$ cat src/rtl/mem_ctrl_pkg.sv
// Shared definitions for the byte-serial memory controller: op codes,
// boolean constants, FSM state encoding and a small op classifier.
package mem_ctrl_pkg;

    localparam logic TRUE  = 1'b1;
    localparam logic FALSE = 1'b0;

    // Load/store op codes as issued by the load/store buffer
    localparam logic [4:0] OP_LB  = 5'd0;
    localparam logic [4:0] OP_LH  = 5'd1;
    localparam logic [4:0] OP_LW  = 5'd2;
    localparam logic [4:0] OP_LBU = 5'd3;
    localparam logic [4:0] OP_LHU = 5'd4;
    localparam logic [4:0] OP_SB  = 5'd5;
    localparam logic [4:0] OP_SH  = 5'd6;
    localparam logic [4:0] OP_SW  = 5'd7;

    typedef enum logic [1:0] {
        ST_IDLE  = 2'd0,
        ST_READ  = 2'd1,
        ST_WRITE = 2'd2
    } state_t;

    function automatic logic is_store(input logic [4:0] op);
        return (op == OP_SB) || (op == OP_SH) || (op == OP_SW);
    endfunction

endpackage

$ cat src/rtl/mem_ctrl_ext.sv
// Combinational op decoder: byte length (minus one) of an access and
// sign/zero extension of the assembled little-endian read bytes.
module mem_ctrl_ext
    import mem_ctrl_pkg::*;
(
    input  logic [4:0]  op,
    input  logic [31:0] raw,
    output logic [1:0]  len,
    output logic [31:0] result
);

    // Length and extension per op; stores return zero
    always_comb begin
        len    = 2'd0;
        result = 32'd0;
        case (op)
            OP_LB:  begin len = 2'd0; result = {{24{raw[7]}}, raw[7:0]};   end
            OP_LBU: begin len = 2'd0; result = {24'd0, raw[7:0]};          end
            OP_LH:  begin len = 2'd1; result = {{16{raw[15]}}, raw[15:0]}; end
            OP_LHU: begin len = 2'd1; result = {16'd0, raw[15:0]};         end
            OP_LW:  begin len = 2'd3; result = raw;                        end
            OP_SB:  len = 2'd0;
            OP_SH:  len = 2'd1;
            OP_SW:  len = 2'd3;
            default: begin len = 2'd0; result = 32'd0; end
        endcase
    end

endmodule

$ cat src/rtl/mem_ctrl.sv
// Byte-serial memory controller: arbitrates instruction fetch and the
// load/store buffer onto the 8-bit RAM/IO bus, one byte per cycle.
module mem_ctrl
    import mem_ctrl_pkg::*;
#(
    parameter logic [1:0] IO_MASK_HI = 2'b11
) (
    input  logic        clk,
    input  logic        rst,
    input  logic        rdy,
    input  logic        rollback,
    input  logic [7:0]  mem_din,
    output logic [7:0]  mem_dout,
    output logic [31:0] mem_a,
    output logic        mem_wr,
    input  logic        io_buffer_full,
    input  logic        if_req,
    input  logic [31:0] if_addr,
    output logic        if_valid,
    output logic [31:0] if_inst,
    input  logic        ls_req,
    input  logic [4:0]  ls_op,
    input  logic [31:0] ls_addr,
    input  logic [31:0] ls_data,
    output logic        ls_valid,
    output logic [31:0] ls_result
);

    state_t      state, state_n;
    logic [1:0]  cnt, cnt_n, len, len_n, cnt_inc;
    logic [4:0]  op_q, op_n;
    logic        fetch_q, fetch_n;
    logic [31:0] rbuf, rbuf_n, data_q, data_n;
    logic [31:0] mem_a_n;
    logic [7:0]  mem_dout_n;
    logic        wr_q, wr_n;
    logic        if_valid_n, ls_valid_n;
    logic [31:0] if_inst_n, ls_result_n;

    logic        io_stall, can_accept, take_ls, take_if;
    logic [4:0]  ext_op;
    logic [1:0]  ext_len;
    logic [31:0] ext_result, assembled;

    // A store into the IO region waits for room in the IO write buffer;
    // a valid still high means the client has not yet dropped its request
    assign io_stall   = is_store(ls_op) && (ls_addr[17:16] == IO_MASK_HI) && io_buffer_full;
    assign can_accept = !if_valid && !ls_valid && !rollback;
    assign take_ls    = can_accept && ls_req && !io_stall;
    assign take_if    = can_accept && if_req && !take_ls;
    assign cnt_inc    = cnt + 2'd1;

    // Decoder sees the incoming op while idle, the held op while busy
    assign ext_op = (state == ST_IDLE) ? ls_op : op_q;

    // Merge the byte on the bus this cycle into the collected bytes
    always_comb begin
        assembled = rbuf;
        assembled[{cnt, 3'b000} +: 8] = mem_din;
    end

    mem_ctrl_ext u_ext (
        .op     (ext_op),
        .raw    (assembled),
        .len    (ext_len),
        .result (ext_result)
    );

    // Next-state and next-output logic
    always_comb begin
        state_n     = state;
        cnt_n       = cnt;
        len_n       = len;
        op_n        = op_q;
        fetch_n     = fetch_q;
        rbuf_n      = rbuf;
        data_n      = data_q;
        mem_a_n     = mem_a;
        mem_dout_n  = mem_dout;
        wr_n        = wr_q;
        if_valid_n  = FALSE;
        ls_valid_n  = FALSE;
        if_inst_n   = if_inst;
        ls_result_n = ls_result;
        case (state)
            ST_IDLE: begin
                if (take_ls) begin
                    mem_a_n = ls_addr;
                    cnt_n   = 2'd0;
                    len_n   = ext_len;
                    op_n    = ls_op;
                    fetch_n = FALSE;
                    rbuf_n  = 32'd0;
                    if (is_store(ls_op)) begin
                        data_n     = ls_data;
                        mem_dout_n = ls_data[7:0];
                        wr_n       = TRUE;
                        state_n    = ST_WRITE;
                    end else begin
                        state_n = ST_READ;
                    end
                end else if (take_if) begin
                    mem_a_n = if_addr;
                    cnt_n   = 2'd0;
                    len_n   = 2'd3;
                    op_n    = OP_LW;
                    fetch_n = TRUE;
                    rbuf_n  = 32'd0;
                    state_n = ST_READ;
                end
            end
            ST_READ: begin
                if (rollback) begin
                    // Flushed read: drop collected bytes, no completion
                    state_n = ST_IDLE;
                end else begin
                    mem_a_n = mem_a + 32'd1;
                    if (cnt == len) begin
                        state_n = ST_IDLE;
                        if (fetch_q) begin
                            if_valid_n = TRUE;
                            if_inst_n  = assembled;
                        end else begin
                            ls_valid_n  = TRUE;
                            ls_result_n = ext_result;
                        end
                    end else begin
                        rbuf_n = assembled;
                        cnt_n  = cnt_inc;
                    end
                end
            end
            ST_WRITE: begin
                // Rollback is ignored here so a store is never left partial
                if (cnt == len) begin
                    wr_n        = FALSE;
                    ls_valid_n  = TRUE;
                    ls_result_n = 32'd0;
                    state_n     = ST_IDLE;
                end else begin
                    cnt_n      = cnt_inc;
                    mem_a_n    = mem_a + 32'd1;
                    mem_dout_n = data_q[{cnt_inc, 3'b000} +: 8];
                end
            end
            default: state_n = ST_IDLE;
        endcase
    end

    // State and output registers; everything freezes while rdy is low
    always_ff @(posedge clk) begin
        if (rst) begin
            state     <= ST_IDLE;
            cnt       <= 2'd0;
            len       <= 2'd0;
            op_q      <= OP_LB;
            fetch_q   <= FALSE;
            rbuf      <= 32'd0;
            data_q    <= 32'd0;
            mem_a     <= 32'd0;
            mem_dout  <= 8'd0;
            wr_q      <= FALSE;
            if_valid  <= FALSE;
            ls_valid  <= FALSE;
            if_inst   <= 32'd0;
            ls_result <= 32'd0;
        end else if (rdy) begin
            state     <= state_n;
            cnt       <= cnt_n;
            len       <= len_n;
            op_q      <= op_n;
            fetch_q   <= fetch_n;
            rbuf      <= rbuf_n;
            data_q    <= data_n;
            mem_a     <= mem_a_n;
            mem_dout  <= mem_dout_n;
            wr_q      <= wr_n;
            if_valid  <= if_valid_n;
            ls_valid  <= ls_valid_n;
            if_inst   <= if_inst_n;
            ls_result <= ls_result_n;
        end
    end

    // A frozen controller must not keep writing the held byte
    assign mem_wr = wr_q && rdy;

endmodule

$ cat config.mk
export PLATFORM = sky130hd
export DESIGN_NAME = mem_ctrl
export DESIGN_NICKNAME = d
export VERILOG_FILES = /design/src/rtl/mem_ctrl_pkg.sv /design/src/rtl/mem_ctrl_ext.sv /design/src/rtl/mem_ctrl.sv
export SDC_FILE = /design/constraint.sdc
export NUM_CORES = 1
export LEC_CHECK = 0
export ABC_AREA = 1
export BUFFER_PORTS_ARGS = -buffer_cell sky130_fd_sc_hd__buf_2
export CAP_MARGIN = 15
export CORE_MARGIN = 8
export CORE_UTILIZATION = 55
export DETAILED_ROUTE_END_ITERATION = 8
export PLACE_DENSITY = 0.81
export SYNTH_ARGS = -nofsm -noshare
export SYNTH_HDL_FRONTEND = slang
export SYNTH_SLANG_ARGS = --single-unit
$ cat constraint.sdc
create_clock -name clk -period 3.1 [get_ports clk]
set_input_delay 0.62 -clock clk [delete_from_list [all_inputs] [get_ports clk]]
set_output_delay 0.62 -clock clk [all_outputs]
set_load 0.02 [all_outputs]
-- Yosys cells after proc, flatten, opt, wreduce, memory -nomap -nowiden
Index checks and enable logic that the tools add are counted.
- input bits: 116
- memory bits (writable): 0
- memories: 0
- register bits: 183
- memory bits (read-only): 0
- bits in latches: 0
- div/mod/pow operators: 0
- $add $sub $neg: 3
- shift operators: 3
- $mul: 0
- magnitude comparators: 0
- bitwise operators: 1
- equal/unequal tests: 22
- reductions and logical operators: 35
- muxes and demuxes: 53
- operators with widths (operator ; count):
    2-to-1 mux 32 bit ; 12
    case mux 32 bit (5 select lines) ; 1
    case mux 32 bit (2 select lines) ; 2
    case mux 32 bit (3 select lines) ; 1
    adder 32 x 1 -> 32 bit (second input constant) ; 1
    bitwise mux 32 bit ; 1
    variable shift 8 x 7 -> 32 bit (first input constant) ; 1
    indexed part select 32 x 6 -> 8 bit ; 1
    indexed part select 8 x 7 -> 32 bit ; 1
    equality test 5 x 3 -> 1 bit (second input constant) ; 6
    AND reduction 5 bit ; 5
    2-to-1 mux 8 bit ; 3
    2-to-1 mux 2 bit ; 11
    case mux 8 bit (2 select lines) ; 1
    2-to-1 mux 5 bit ; 3
    != test 2 bit (second input constant) ; 7
    2-to-1 mux 1 bit ; 13
    case mux 2 bit (3 select lines) ; 2
    equality test 5 x 2 -> 1 bit (second input constant) ; 2
    logical AND 1 bit ; 9
    AND reduction 4 bit ; 2
    nonzero test 2 bit ; 4
    negator 5 -> 7 bit ; 1
    AND reduction 6 bit ; 1
    other kinds (19) ; 26

-- Longest topological paths before layout
- depth after elaboration: 12
- mapped depth: 14

-- By module
From an unflattened synthesis, not the netlist that was laid out.
- cell total of the unflattened synthesis: 1684
- area, all modules: 10468.8 sq um
- by module, submodules not included (module ; area an instance (sq um) ; times used ; sequential area each (sq um) ; cells an instance):
    mem_ctrl ; 9972.1 ; 1 ; 3663.5 ; 1591
    mem_ctrl_ext ; 496.7 ; 1 ; 0.0 ; 93

-- Least setup slack after synthesis
Ideal clock, no wire load.
- path type: register to register
- start point: register cnt[0]
- end point: register ls_result[22]
- buffers on the path: 4
- arrival: 2238 ps
- setup slack: 789 ps
- setup time: 73 ps
- stages on the path, launching flop included: 14
- required time: 3027 ps
- clock period less this slack: 2311 ps
- path through: dfxtp_1 -> buf_4 -> clkinv_1 -> buf_1 -> ha_1 -> buf_2 -> clkinv_2 -> nand3_2 -> o22ai_2 -> nand3_2 -> buf_2 -> nand3_1 -> nand2_1 -> a21oi_1
- word-level cells in the longest chain between the ends: 8
- elaborated cells between the ends (all ways): 13
- those cells by class: add/sub (1); eq/ne (3); shift (2); mux (6); reduce/logical (1)
- ends and longest elaborated chain (what ; line ; text):
    from (decl) ; mem_ctrl.sv:30 ; logic [1:0] cnt, cnt_n, len, len_n, cnt_inc;
    from (signal assigned) ; mem_ctrl.sv:169 ; cnt <= cnt_n;
    negator 5 -> 7 bit ; mem_ctrl.sv:59 ; assembled[{cnt, 3'b000} +: 8] = mem_din;
    indexed part select 8 x 7 -> 32 bit or variable shift 8 x 7 -> 32 bit (tied branches) ; mem_ctrl.sv:59 ;
    bitwise mux 32 bit ; mem_ctrl.sv:59 ;
    case mux 32 bit (5 select lines) ; mem_ctrl_ext.sv:16 ; case (op)
    2-to-1 mux 32 bit ; mem_ctrl.sv:120 ; if (fetch_q) begin
    2-to-1 mux 32 bit ; mem_ctrl.sv:118 ; if (cnt == len) begin
    2-to-1 mux 32 bit ; mem_ctrl.sv:113 ; if (rollback) begin
    case mux 32 bit (2 select lines) ; mem_ctrl.sv:85 ; case (state)
    to (signal assigned) ; mem_ctrl.sv:181 ; ls_result <= ls_result_n;
    to (decl) ; mem_ctrl.sv:26 ; output logic [31:0] ls_result
Parallel ways exist; a longest one is shown, timed or not. The select of a mux whose other input is x is not followed.
A chain may end at the register's enable or synchronous reset.

-- Worst setup path in the final report
- start point: register state[0]
- end point: register ls_result[26]
- word-level cells in the longest chain between the ends: 8
- elaborated cells between the ends (all ways): 20
- those cells by class: eq/ne (10); mux (6); reduce/logical (4)
- ends and longest elaborated chain (what ; line ; text):
    from (decl) ; mem_ctrl.sv:29 ; state_t state, state_n;
    from (signal assigned) ; mem_ctrl.sv:168 ; state <= state_n;
    logical NOT 2 bit ; mem_ctrl.sv:54 ; assign ext_op = (state == ST_IDLE) ? ls_op : op_q;
    2-to-1 mux 5 bit ; mem_ctrl.sv:54 ;
    equality test 5 x 2 -> 1 bit, or another cell as far along ; mem_ctrl_ext.sv:16 ;
    case mux 32 bit (5 select lines) ; mem_ctrl_ext.sv:16 ;
    2-to-1 mux 32 bit ; mem_ctrl.sv:120 ;
    2-to-1 mux 32 bit ; mem_ctrl.sv:118 ;
    2-to-1 mux 32 bit ; mem_ctrl.sv:113 ;
    case mux 32 bit (2 select lines) ; mem_ctrl.sv:85 ;
Parallel ways exist; a longest one is shown, timed or not. The select of a mux whose other input is x is not followed.

==> reports/qor.json <==
{
  "route": {
    "drt_drc_violations_left": 0,
    "detailedRoute.firstPassIterationCount": 5,
    "first_iter_violations": 1065,
    "drt-vias-per-instance": 5.40,
    "antenna_left": 0,
    "wirelength_mm": 30.2,
    "vias": 10500,
    "detail_route.wl_per_cell_um": 15.5
  },
  "sta": {
    "setup_tns_ns": 0,
    "layout_min_cycle_time_ns": 2.66,
    "fmax_mhz": 376,
    "whs_ns": 0.395,
    "timing.clock.skew_ns": 0.0154,
    "finalHoldViolations": 0,
    "grt_setup_unrepaired": "false",
    "setup_viol": 0,
    "final_report_max_slew_violation_count": 0,
    "max_slew.worst_pin.slew_ns": 0.685,
    "final_worst_path_period_share_pct": 85.7,
    "timing.max_slew.rel_slack_pct": 54.4
  },
  "place": {
    "dp.final_hpwl_mm": 21.6,
    "gp_routability_congestion": 0.952,
    "buffer_ports.inserted": 222
  },
  "setup_path": {
    "endpoint_kind": "flop",
    "worst-endpoint-arrival_ns": 3.03,
    "critPathTopFamily": "simple AND/OR/NAND/NOR gates",
    "path_class": "reg -> reg",
    "crit_path_cell_trace": "inv_1 > ha_1 > inv_2 > nand2_1 > nand2_1 > nor2_1 > nand2_1 > nor2_2 > nor2_1 > nor2_4 > buf_4 > nand2_1 > a21oi_1",
    "cp.required_ns": 3.47,
    "critPathLaunchType": "flop",
    "critical_path_peak_fanout": 32,
    "critical_path.max_stage_delay_ns": 0.46,
    "critical_path.n_buffers_inverters": 3,
    "worst_path_most_repeated_cell": "sky130_fd_sc_hd__nand2_1",
    "critical_path.slowest_cell": "sky130_fd_sc_hd__ha_1"
  },
  "yosys": {
    "synthMostInstantiatedCell": "sky130_fd_sc_hd__nand2_1",
    "synth.distinct_cells": 42,
    "post_synth_most_frequent_cells": "384 x sky130_fd_sc_hd__nand2_1, 207 x sky130_fd_sc_hd__nor2_1, 183 x sky130_fd_sc_hd__dfxtp_1",
    "netlist.top_cell.by_area": "sky130_fd_sc_hd__dfxtp_1",
    "synth.ff_latch_count": 183,
    "syn-cell-area_mm2": 0.00993,
    "yosys_most_used_dff": "sky130_fd_sc_hd__dfxtp_1",
    "synth-warning-count": 0,
    "number_of_enable_flip_flop_cells_after_synthesis": 0,
    "mappedNetlistNets": 1658,
    "main_area_contributors_after_synthesis": "sky130_fd_sc_hd__dfxtp_1 37%, sky130_fd_sc_hd__nand2_1 15%, sky130_fd_sc_hd__o21ai_0 8.5%",
    "area_share_of_the_largest_cell_type_after_synthesis_pct": 36.9,
    "synthesis.area_per_instance_um2": 6.48,
    "ffs_w_async_s_r_synth_pct": 0,
    "synthesized_instance_count": 1533,
    "synth.yosys.seq_area_share_pct": 36.9
  },
  "finish": {
    "nets": 1831,
    "post_route_cells_drive_above_1_share_pct": 20.3,
    "area.growth.synth_to_final_pct": 17.9,
    "num-fill-cells": 1612
  },
  "clock_network": {
    "ctsRootBufferMaster": "sky130_fd_sc_hd__clkbuf_16",
    "cts-hold-fix-buffers": 0,
    "clock_tree_from_tritoncts": "done",
    "cts.path.max_buffers": 2,
    "h-tree-depth": 4,
    "cts_setup_buffers": 0,
    "clk_pin_slew_ns": 0.07,
    "clk_latency_ns": 0.44,
    "cts_resized": 0,
    "numCtsBuffers": 17,
    "clock-sinks": 183
  },
  "die": {
    "floorplan.rows": 49,
    "std_cell_core_area_mm2": 0.0178,
    "die-width_um": 150,
    "die-area_mm2": 0.0226,
    "die_h_um": 150,
    "initial_utilization_pct": 55.7,
    "ios": 223
  },
  "power_and_ir_drop": {
    "p_leak_nw": 5.22,
    "power_switching_share_pct": 31.7,
    "max-vdd-ir-drop_mv": 0.429,
    "combinational_share_of_power_pct": 19.3,
    "p_total_mw": 6.00,
    "seq_power_share_pct": 42.7,
    "total_switching_power_mw": 1.90,
    "power.clock.fraction_pct": 38.0,
    "p_per_area_mw_per_mm2": 512,
    "cellInternalPower_mw": 4.10
  },
  "grt": {
    "grt_start_max_net_pins": 88,
    "grt.total_usage_pct": 26.3,
    "antenna_violations_before_repair": 3,
    "first_global_vias": 9895,
    "first_pass_grt_wire_length_mm": 48.8,
    "global_route.overflow_total": 0
  },
  "flow_run": {
    "max_cap_viol": 0
  },
  "hold_path": {
    "hp-class": "in -> reg"
  },
  "outcome": {
    "status": "complete, no violations"
  }
}
[registers in the layout, summed over array words and instances, names as in the netlist, 2 cells and up]
register and flops:
rbuf 32, ls_result 32, state 2, cnt 2, op_q 5, mem_dout 8
if_inst 32, len 2, mem_a 32, data_q 32
[final cells by class]
cell class	count	area (um^2)	share of cell area [%]
Multi-Input combinational cell	1110	5280	45.1
Clock buffer	19	453	3.87
Inverter	151	568	4.85
Clock inverter	13	161	1.38
Timing Repair Buffer	243	1300	11.1
Sequential cell	183	3660	31.3
Antenna cell	2	5.00	0.0427
Tap cell	229	287	2.45
[power by group through the flow]
stage	sequential (mW)	clock, mW	combinational, mW
final	2.56	2.28	1.16
after global placement	2.61	0	1.11
after CTS	2.56	2.29	1.14
after global routing	2.57	2.40	1.28
after floorplan	2.65	0	0.735
after detailed placement	2.61	0	1.14
[worst min-delay path: cells and delay by family]
family	cells	cell delay [ns]
AND/OR/NAND/NOR	2	0.11
buffers and inverters	1	0.07
[through the flow]
stage                     instances  worst slack [ns]  area (um^2)  util, %
after floorplan                1533             0.789         9930        -
final                          1950             0.442        11700     65.6
after detailed placement       1916             0.449        11100     62.2
after global routing           1950             0.144        11700     65.6
after CTS                      1948             0.480        11700     65.6
after global placement         1916             0.547        11100     62.2
[routing by layer]
metal	GRT usage, %	wire length [um]	vias up	share of wire [%]
li1	-	-	5278	-
met1	35.1	13100	4745	43
met2	42.4	13900	459	46
met3	5.17	2660	43	8.8
met4	7.30	427	2	1.4
met5	0	12	-	0.040
[worst paths after layout]
| kind | from | end | slack, ns | cells past startpoint |
|---|---|---|---|---|
| worst max-delay path | state[0] | ls_result[26] | 0.44 | 13 |
| worst max register to register | state[0] | ls_result[26] | 0.44 | 13 |
| worst min-delay path | ls_data[27] | data_q[27] | 0.40 | 3 |
| worst min register to register | if_inst[3] | if_inst[3] | 0.44 | 2 |
[kinds of logic after synthesis]
| kind of cell | Yosys count | share of synthesized area [%] |
|---|---|---|
| DFF | 183 | 36.9 |
| AOI/OAI and AO/OA | 341 | 19.1 |
| buffers and inverters | 240 | 9.99 |
| xor gates and xnor gates | 16 | 1.49 |
| and+or+nand+nor | 744 | 31.4 |
| adders and majority gates | 9 | 1.13 |
[placed cells by master (no fill, tap or decap), types with 2 or more instances in the layout]
cell type / instances
sky130_fd_sc_hd__nand2_1: 384
sky130_fd_sc_hd__nor2_1: 206
sky130_fd_sc_hd__inv_8: 3
sky130_fd_sc_hd__clkinvlp_4: 2
sky130_fd_sc_hd__buf_12: 2
sky130_fd_sc_hd__nor3_1: 38
sky130_fd_sc_hd__ha_1: 9
sky130_fd_sc_hd__o21a_1: 7
sky130_fd_sc_hd__o211ai_1: 6
sky130_fd_sc_hd__a21oi_1: 88
sky130_fd_sc_hd__nand3_1: 51
sky130_fd_sc_hd__nor2_2: 5
sky130_fd_sc_hd__nand2_4: 2
sky130_fd_sc_hd__nand4_1: 22
sky130_fd_sc_hd__buf_4: 20
sky130_fd_sc_hd__nand3_2: 4
sky130_fd_sc_hd__inv_1: 142
sky130_fd_sc_hd__clkinv_1: 2
sky130_fd_sc_hd__xnor2_1: 2
sky130_fd_sc_hd__a21oi_2: 20
sky130_fd_sc_hd__diode_2: 2
sky130_fd_sc_hd__bufinv_16: 2
sky130_fd_sc_hd__clkinv_2: 3
sky130_fd_sc_hd__a211oi_1: 9
sky130_fd_sc_hd__nor2_4: 2
sky130_fd_sc_hd__clkbuf_16: 17
sky130_fd_sc_hd__xor2_1: 13
sky130_fd_sc_hd__inv_2: 6
sky130_fd_sc_hd__o21ai_1: 13
sky130_fd_sc_hd__buf_2: 221
sky130_fd_sc_hd__clkbuf_8: 2
sky130_fd_sc_hd__o22ai_1: 23
sky130_fd_sc_hd__dfxtp_1: 183
sky130_fd_sc_hd__nand2_2: 27
sky130_fd_sc_hd__o21ai_0: 169
sky130_fd_sc_hd__inv_6: 3
Note: power is estimated with default switching activity, not from simulation.
